--- config.mk ---
export PLATFORM = sky130hd
export DESIGN_NAME = imm_gen_pipe_flat
export DESIGN_NICKNAME = d
export VERILOG_FILES = /design/src/rtl/imm_gen_pipe_if.sv /design/src/rtl/imm_gen_pipe.sv /design/src/flat_wrapper.sv
export SDC_FILE = /design/constraint.sdc
export NUM_CORES = 1
export LEC_CHECK = 0
export ABC_AREA = 1
export CORE_MARGIN = 1
export CORE_UTILIZATION = 44
export CTS_CLUSTER_DIAMETER = 60
export DETAILED_ROUTE_END_ITERATION = 8
export MAX_ROUTING_LAYER = met4
export PLACE_DENSITY = 0.82
export REMOVE_ABC_BUFFERS = 1
export SLEW_MARGIN = 10
export SYNTH_ARGS = -nofsm -noshare
export SYNTH_HDL_FRONTEND = slang
export SYNTH_SLANG_ARGS = --single-unit
--- constraint.sdc ---
create_clock -name clk_i -period 1.8 [get_ports clk_i]
set_clock_uncertainty 0.15 [all_clocks]
set_input_delay 0.27 -clock clk_i [delete_from_list [all_inputs] [get_ports clk_i]]
set_output_delay 0.27 -clock clk_i [all_outputs]
set_load 0.05 [all_outputs]
--- src/rtl/imm_gen_pipe_if.sv ---
// Handshake bundle for imm_gen_pipe: instruction/select/tag in, immediate/tag/flags out.
// Latency: none (wires only).
// Backpressure: valid_i/ready_o upstream, valid_o/ready_i downstream.
interface imm_gen_pipe_if #(
  parameter int XLEN  = 32,
  parameter int TAG_W = 5
);
  logic [24:0]      instr_31_7_i;
  logic [2:0]       imm_src_i;
  logic [TAG_W-1:0] tag_i;
  logic             valid_i;
  logic             ready_o;
  logic [XLEN-1:0]  imm_ext_o;
  logic [TAG_W-1:0] tag_o;
  logic             illegal_o;
  logic             valid_o;
  logic             ready_i;
  logic [7:0]       err_cnt_o;

  // Block side: consumes instructions, produces immediates.
  modport slave (
    input  instr_31_7_i, imm_src_i, tag_i, valid_i, ready_i,
    output ready_o, imm_ext_o, tag_o, illegal_o, valid_o, err_cnt_o
  );

  // Environment side: drives instructions, sinks immediates.
  modport master (
    output instr_31_7_i, imm_src_i, tag_i, valid_i, ready_i,
    input  ready_o, imm_ext_o, tag_o, illegal_o, valid_o, err_cnt_o
  );
endinterface

--- src/rtl/imm_gen_pipe.sv ---
// RISC-V immediate generator with registered valid/ready output stage and illegal-select counter.
// Latency: 1 cycle from input transfer to valid_o.
// Backpressure: default ready_o = !valid_o || ready_i; with IMM_GEN_PIPE_SKID_EN a one-entry skid
//   buffer makes ready_o a register (= !skid_full) so ready_o never depends on ready_i.
module imm_gen_pipe #(
  parameter int XLEN  = 32,
  parameter int TAG_W = 5
) (
  input logic           clk_i,
  input logic           rst_n_i,
  imm_gen_pipe_if.slave bus
);

  logic [31:7]      instr;
  logic [XLEN-1:0]  dec_imm;
  logic             dec_ill;
  logic             rdy;
  logic             in_xfer;
  logic             out_free;

  logic [XLEN-1:0]  out_imm;
  logic [TAG_W-1:0] out_tag;
  logic             out_ill;
  logic             out_vld;
  logic [7:0]       err_cnt;

  assign instr    = bus.instr_31_7_i;
  assign in_xfer  = bus.valid_i && rdy;
  // Output slot can take a new entry when empty or being drained this edge.
  assign out_free = !out_vld || bus.ready_i;

  assign bus.ready_o   = rdy;
  assign bus.imm_ext_o = out_imm;
  assign bus.tag_o     = out_tag;
  assign bus.illegal_o = out_ill;
  assign bus.valid_o   = out_vld;
  assign bus.err_cnt_o = err_cnt;

  // Decode the format select into a sign- or zero-extended immediate.
  always_comb begin
    dec_imm = '0;
    dec_ill = 1'b0;
    case (bus.imm_src_i)
      3'b000: dec_imm = XLEN'($signed(instr[31:20]));
      3'b001: dec_imm = XLEN'($signed({instr[31:25], instr[11:7]}));
      3'b010: dec_imm = XLEN'($signed({instr[31], instr[7], instr[30:25], instr[11:8], 1'b0}));
      3'b011: dec_imm = XLEN'($signed({instr[31:12], 12'b0}));
      3'b100: dec_imm = XLEN'($signed({instr[31], instr[19:12], instr[20], instr[30:21], 1'b0}));
      3'b101: begin
        // RV64 shift amounts carry one extra bit.
        if (XLEN == 64) dec_imm[5:0] = instr[25:20];
        else            dec_imm[4:0] = instr[24:20];
      end
      3'b110: dec_imm[4:0] = instr[19:15];
      default: dec_ill = 1'b1;
    endcase
  end

`ifdef IMM_GEN_PIPE_SKID_EN
  logic [XLEN-1:0]  sk_imm;
  logic [TAG_W-1:0] sk_tag;
  logic             sk_ill;
  logic             sk_full;
  logic             rdy_q;

  assign rdy = rdy_q;

  // Output register refills from the skid entry first, so ordering is kept; a stalled accept parks in the skid.
  always_ff @(posedge clk_i) begin
    if (!rst_n_i) begin
      out_imm <= '0;
      out_tag <= '0;
      out_ill <= 1'b0;
      out_vld <= 1'b0;
      sk_imm  <= '0;
      sk_tag  <= '0;
      sk_ill  <= 1'b0;
      sk_full <= 1'b0;
      rdy_q   <= 1'b1;
    end else if (out_free) begin
      if (sk_full) begin
        out_imm <= sk_imm;
        out_tag <= sk_tag;
        out_ill <= sk_ill;
        out_vld <= 1'b1;
        sk_full <= 1'b0;
        rdy_q   <= 1'b1;
      end else if (in_xfer) begin
        out_imm <= dec_imm;
        out_tag <= bus.tag_i;
        out_ill <= dec_ill;
        out_vld <= 1'b1;
      end else begin
        out_vld <= 1'b0;
      end
    end else if (in_xfer) begin
      sk_imm  <= dec_imm;
      sk_tag  <= bus.tag_i;
      sk_ill  <= dec_ill;
      sk_full <= 1'b1;
      rdy_q   <= 1'b0;
    end
  end
`else
  assign rdy = out_free;

  // Load on accept (which implies the slot is free); otherwise drop valid once drained.
  always_ff @(posedge clk_i) begin
    if (!rst_n_i) begin
      out_imm <= '0;
      out_tag <= '0;
      out_ill <= 1'b0;
      out_vld <= 1'b0;
    end else if (in_xfer) begin
      out_imm <= dec_imm;
      out_tag <= bus.tag_i;
      out_ill <= dec_ill;
      out_vld <= 1'b1;
    end else if (bus.ready_i) begin
      out_vld <= 1'b0;
    end
  end
`endif

  // Count accepted illegal selects, sticking at 255.
  always_ff @(posedge clk_i) begin
    if (!rst_n_i) begin
      err_cnt <= 8'd0;
    end else if (in_xfer && dec_ill && (err_cnt != 8'hFF)) begin
      err_cnt <= err_cnt + 8'd1;
    end
  end

endmodule

--- src/flat_wrapper.sv ---
// flat-port wrapper written by rule: the top's interface ports become plain ports
module imm_gen_pipe_flat 
#(
  parameter int XLEN  = 32,
  parameter int TAG_W = 5
)
  (clk_i, rst_n_i, bus_instr_31_7_i, bus_imm_src_i, bus_tag_i, bus_valid_i, bus_ready_i, bus_ready_o, bus_imm_ext_o, bus_tag_o, bus_illegal_o, bus_valid_o, bus_err_cnt_o);
  imm_gen_pipe_if #(.XLEN(XLEN), .TAG_W(TAG_W)) bus_i ();
  input logic clk_i;
  input logic rst_n_i;
  input wire logic [$bits(bus_i.instr_31_7_i)-1:0] bus_instr_31_7_i;
  input wire logic [$bits(bus_i.imm_src_i)-1:0] bus_imm_src_i;
  input wire logic [$bits(bus_i.tag_i)-1:0] bus_tag_i;
  input wire logic [$bits(bus_i.valid_i)-1:0] bus_valid_i;
  input wire logic [$bits(bus_i.ready_i)-1:0] bus_ready_i;
  output wire logic [$bits(bus_i.ready_o)-1:0] bus_ready_o;
  output wire logic [$bits(bus_i.imm_ext_o)-1:0] bus_imm_ext_o;
  output wire logic [$bits(bus_i.tag_o)-1:0] bus_tag_o;
  output wire logic [$bits(bus_i.illegal_o)-1:0] bus_illegal_o;
  output wire logic [$bits(bus_i.valid_o)-1:0] bus_valid_o;
  output wire logic [$bits(bus_i.err_cnt_o)-1:0] bus_err_cnt_o;
  assign bus_i.instr_31_7_i = bus_instr_31_7_i;
  assign bus_i.imm_src_i = bus_imm_src_i;
  assign bus_i.tag_i = bus_tag_i;
  assign bus_i.valid_i = bus_valid_i;
  assign bus_i.ready_i = bus_ready_i;
  assign bus_ready_o = bus_i.ready_o;
  assign bus_imm_ext_o = bus_i.imm_ext_o;
  assign bus_tag_o = bus_i.tag_o;
  assign bus_illegal_o = bus_i.illegal_o;
  assign bus_valid_o = bus_i.valid_o;
  assign bus_err_cnt_o = bus_i.err_cnt_o;
  imm_gen_pipe #(.XLEN(XLEN), .TAG_W(TAG_W)) u_core (.clk_i(clk_i), .rst_n_i(rst_n_i), .bus(bus_i));
endmodule
==> results list <==
* Net count reported at finish: roughly 460
- Remaining Overflow, GRT: 0
- Horizontal die dimension: about 73 um
* Total global routing track utilization: 0.249
* Post-route DRC violation count: 0
- Combinational Power Share: 0.239
- Hold_ws: 318 ps
* Detailed-placement wirelength estimate: between 4000 and 5000 um
* Number of cells on the worst hold path: 2
- Antenna violations before repair: 0
- Vias in the first global route: roughly 2200
* Length in cells of the worst reg-to-reg path: 8
- TritonCTS created 5 clock buffers.
- Number of nets with antenna violations after detailed routing: 0
- Leakage: 1.52 nW
* Final sum of negative setup slack: 0 ps
* Finish-stage setup viols: 0
- Wire length of the first global-routing pass: 9880 um
- Clock tree from TritonCTS: done
* Net load switching power: a little under 0.8 mW
- Netlist area before placement: approximately 0.0022 mm2
* Number of H-tree levels: 2
- Final Cycle Share: 0.883
- Number of enable-type register cells in the synthesized netlist: 0
- Once placement finished, the instance area stood at around 0.0032 mm2.
* Timing-limited maximum frequency: ~0.63 GHz
* Worst-Skew Late Latency: approximately 310 ps
- Critical path startpoint category: input port
- The tool flagged a number of max-cap violations equal to 0.
* Final hold violation count: 0
* Number of detailed-route iterations in the first pass: 4
* Fraction of final layout cells with drive strength greater than 1: 0.218
- Worst max-slew margin expressed relative to the limit: 0.751
- Via-per-instance ratio: between 4 and 5
- Standard-cell rows: 25
- The clock net in this run drives a total of between 40 and 50 sinks.
* Part of the power in registers: 0.436
- Share of synthesized flip-flops with an asynchronous set or reset: 0
* Antenna diode count: 0
- The detailed router placed between 2000 and 2500 vias in this run.
- Mean instance size in the synthesized netlist: a little under 7 um2
- Fill cells: between 400 and 500
* CP max FO: 11
* Final number of max-transition violations: 0
* Finished Cell Area: roughly 0.0033 mm2
- Synthesized instance count: 324
- Once layout is complete, the utilization of the core stands at 0.689.
- Final instance count without filler cells: 493
- The worst setup path is of the input port to flop kind.
- CTS Buffer Depth: 2
* Drt total wl: 6060 um
- Relative contribution of the clock network to total power: 0.325
- The synthesized netlist contains 23 unique library cells.
- Post-CTS timing repair inserted 0 buffers for setup.
- Including well taps, the total number of placed cells is approximately 490.
- Commonest register cell after synthesis: sky130_fd_sc_hd__dfxtp_1
* Maximum number of pins on one net before global-route repair: 39
- The synthesized design contains 47 register bits.
* Clock tree root driver cell: sky130_fd_sc_hd__clkbuf_8
* Required time of the worst setup path: 1850 ps
* Relative area change from synthesis to final layout: 49.3%
* 1st-iter DRT viols: between 100 and 150
* Clock transition at the registers of the reported paths: about 90 ps
- For this design, the CTS-stage hold fixing added 0 buffers.
- Internal power: about 1.8 mW
* Kind of end point of the critical path: flop
- Routability-driven placement finished with a final weighted congestion of ~0.95.
- Die H: roughly 73 um
* Result of the run: finished, final reports clean
* Detailed-route wire length per cell: ~12 um
- Setup repair after global routing missed its margin: false
- Type of the most critical hold path: flop to flop
- Data arrival time of the worst path: around 1600 ps
- The floorplan step defined a die boundary enclosing 0.00527 mm2.
- Yosys warning count: 0
- Power per standard cell area: just under 800 mW/mm2
* Sw Share: 0.302
* Placeable core region: between 0.004 and 0.005 mm2
- Number of buffers added on ports: 84
- Slew @ Worst Pin: around 370 ps
- Initial cell density of the core: 0.461
* Number of primary I/O pins: 85
- Maximum resistive drop on vdd: 485 uV
- Sequential area share after synthesis: 0.429
- After layout, the minimum clock period comes to ~1600 ps.
- Once the clock tree was built, the resizer swapped 0 gates to a different size.
[layout make-up]
cell class	instances	area (um2)	area share
Multi-Input combinational cell	243	1090	0.332
Tap cell	67	83.8	0.0256
Clock buffer	6	82.6	0.0252
Timing Repair Buffer	112	981	0.300
Clock inverter	2	38.8	0.0118
Inverter	16	60.1	0.0183
Sequential cell	47	941	0.287
[registers in the layout (all words and copies together), names as in the netlist]
| signal | flops |
|---|---|
| u_core.bus.err_cnt_o | 8 |
| u_core.bus.valid_o | 1 |
| u_core.bus.tag_o | 5 |
| u_core.bus.illegal_o | 1 |
| u_core.bus.imm_ext_o | 32 |
[final timing paths]
| kind | startpoint | endpoint | slack (ps) |
|---|---|---|---|
| setup / recovery | bus_imm_src_i[1] | u_core.bus.imm_ext_o[28] | 210 |
| hold / removal | u_core.bus.imm_ext_o[23] | u_core.bus.imm_ext_o[23] | 320 |
| setup reg to reg | u_core.bus.err_cnt_o[1] | u_core.bus.err_cnt_o[7] | 230 |
| hold reg to reg | u_core.bus.imm_ext_o[23] | u_core.bus.imm_ext_o[23] | 320 |
[cells in the final DEF, fill, tap and decap left out, drive strengths merged, types with 2 or more instances in the layout]
cell type / count
a21oi: 40
buf: 76
clkbuf: 6
clkdlybuf4s50: 36
dfxtp: 47
inv: 17
nand2: 129
nand3: 33
nand4: 3
nor2: 23
o21ai: 9
xor2: 2
[cell families (layout without fill, tap and decap cells)]
group / Yosys count / after routing / share of synthesized area
AOI/OAI and AO/OA: 50 / 50 / 0.120
buffers and inverters: 34 / 136 / 0.0764
DFF: 47 / 47 / 0.429
adders and majority gates: 1 / 1 / 0.00570
xor gates and xnor gates: 3 / 3 / 0.0120
and+or+nand+nor: 189 / 189 / 0.357
[through the flow]
stage	worst slack [ps]	power (mW)
4_1_cts	208	2.57
3_5_place_dp	-128	1.75
3_3_place_gp	-111	1.74
6_report	210	2.56
2_1_floorplan	-1130	1.46
5_1_grt	59.0	2.66
[power by group through the flow]
stage	clock, mW	sequential, mW	combinational (mW)
2_1_floorplan	0	1.30	0.159
3_3_place_gp	0	1.14	0.604
3_5_place_dp	0	1.14	0.610
4_1_cts	0.837	1.12	0.613
5_1_grt	0.883	1.12	0.656
6_report	0.833	1.12	0.611
[Yosys cell counts, types with 3 or more instances]
| master | number | area (um2) |
|---|---|---|
| sky130_fd_sc_hd__a21oi_1 | 40 | 200 |
| sky130_fd_sc_hd__nand3_1 | 32 | 160 |
| sky130_fd_sc_hd__nand4_1 | 3 | 18.8 |
| sky130_fd_sc_hd__nor2_1 | 22 | 82.6 |
| sky130_fd_sc_hd__o21ai_0 | 7 | 35.0 |
| sky130_fd_sc_hd__dfxtp_1 | 47 | 941 |
| sky130_fd_sc_hd__nand2_1 | 128 | 480 |
| sky130_fd_sc_hd__buf_6 | 3 | 33.8 |
| sky130_fd_sc_hd__buf_2 | 8 | 40.0 |
| sky130_fd_sc_hd__clkbuf_1 | 3 | 11.3 |
| sky130_fd_sc_hd__inv_1 | 14 | 52.6 |
[per-layer routing]
layer  vias up  track usage  part of all wire
li1       1240            -                 -
met1      1093        0.299              0.43
met2        66        0.414              0.49
met3        16       0.0428             0.051
met4         0        0.105             0.025
met5         -            -                 0
[critical path, stage by stage]
cell and delay, ps:
sky130_fd_sc_hd__clkdlybuf4s50_1 480, sky130_fd_sc_hd__buf_4 170, sky130_fd_sc_hd__nor2_4 40, sky130_fd_sc_hd__nand2_1 90, sky130_fd_sc_hd__inv_2 40, sky130_fd_sc_hd__nand2_1 230
sky130_fd_sc_hd__nand3_1 160, sky130_fd_sc_hd__nand2_1 90, sky130_fd_sc_hd__a21oi_1 50
(Power assumes the default switching activity.)
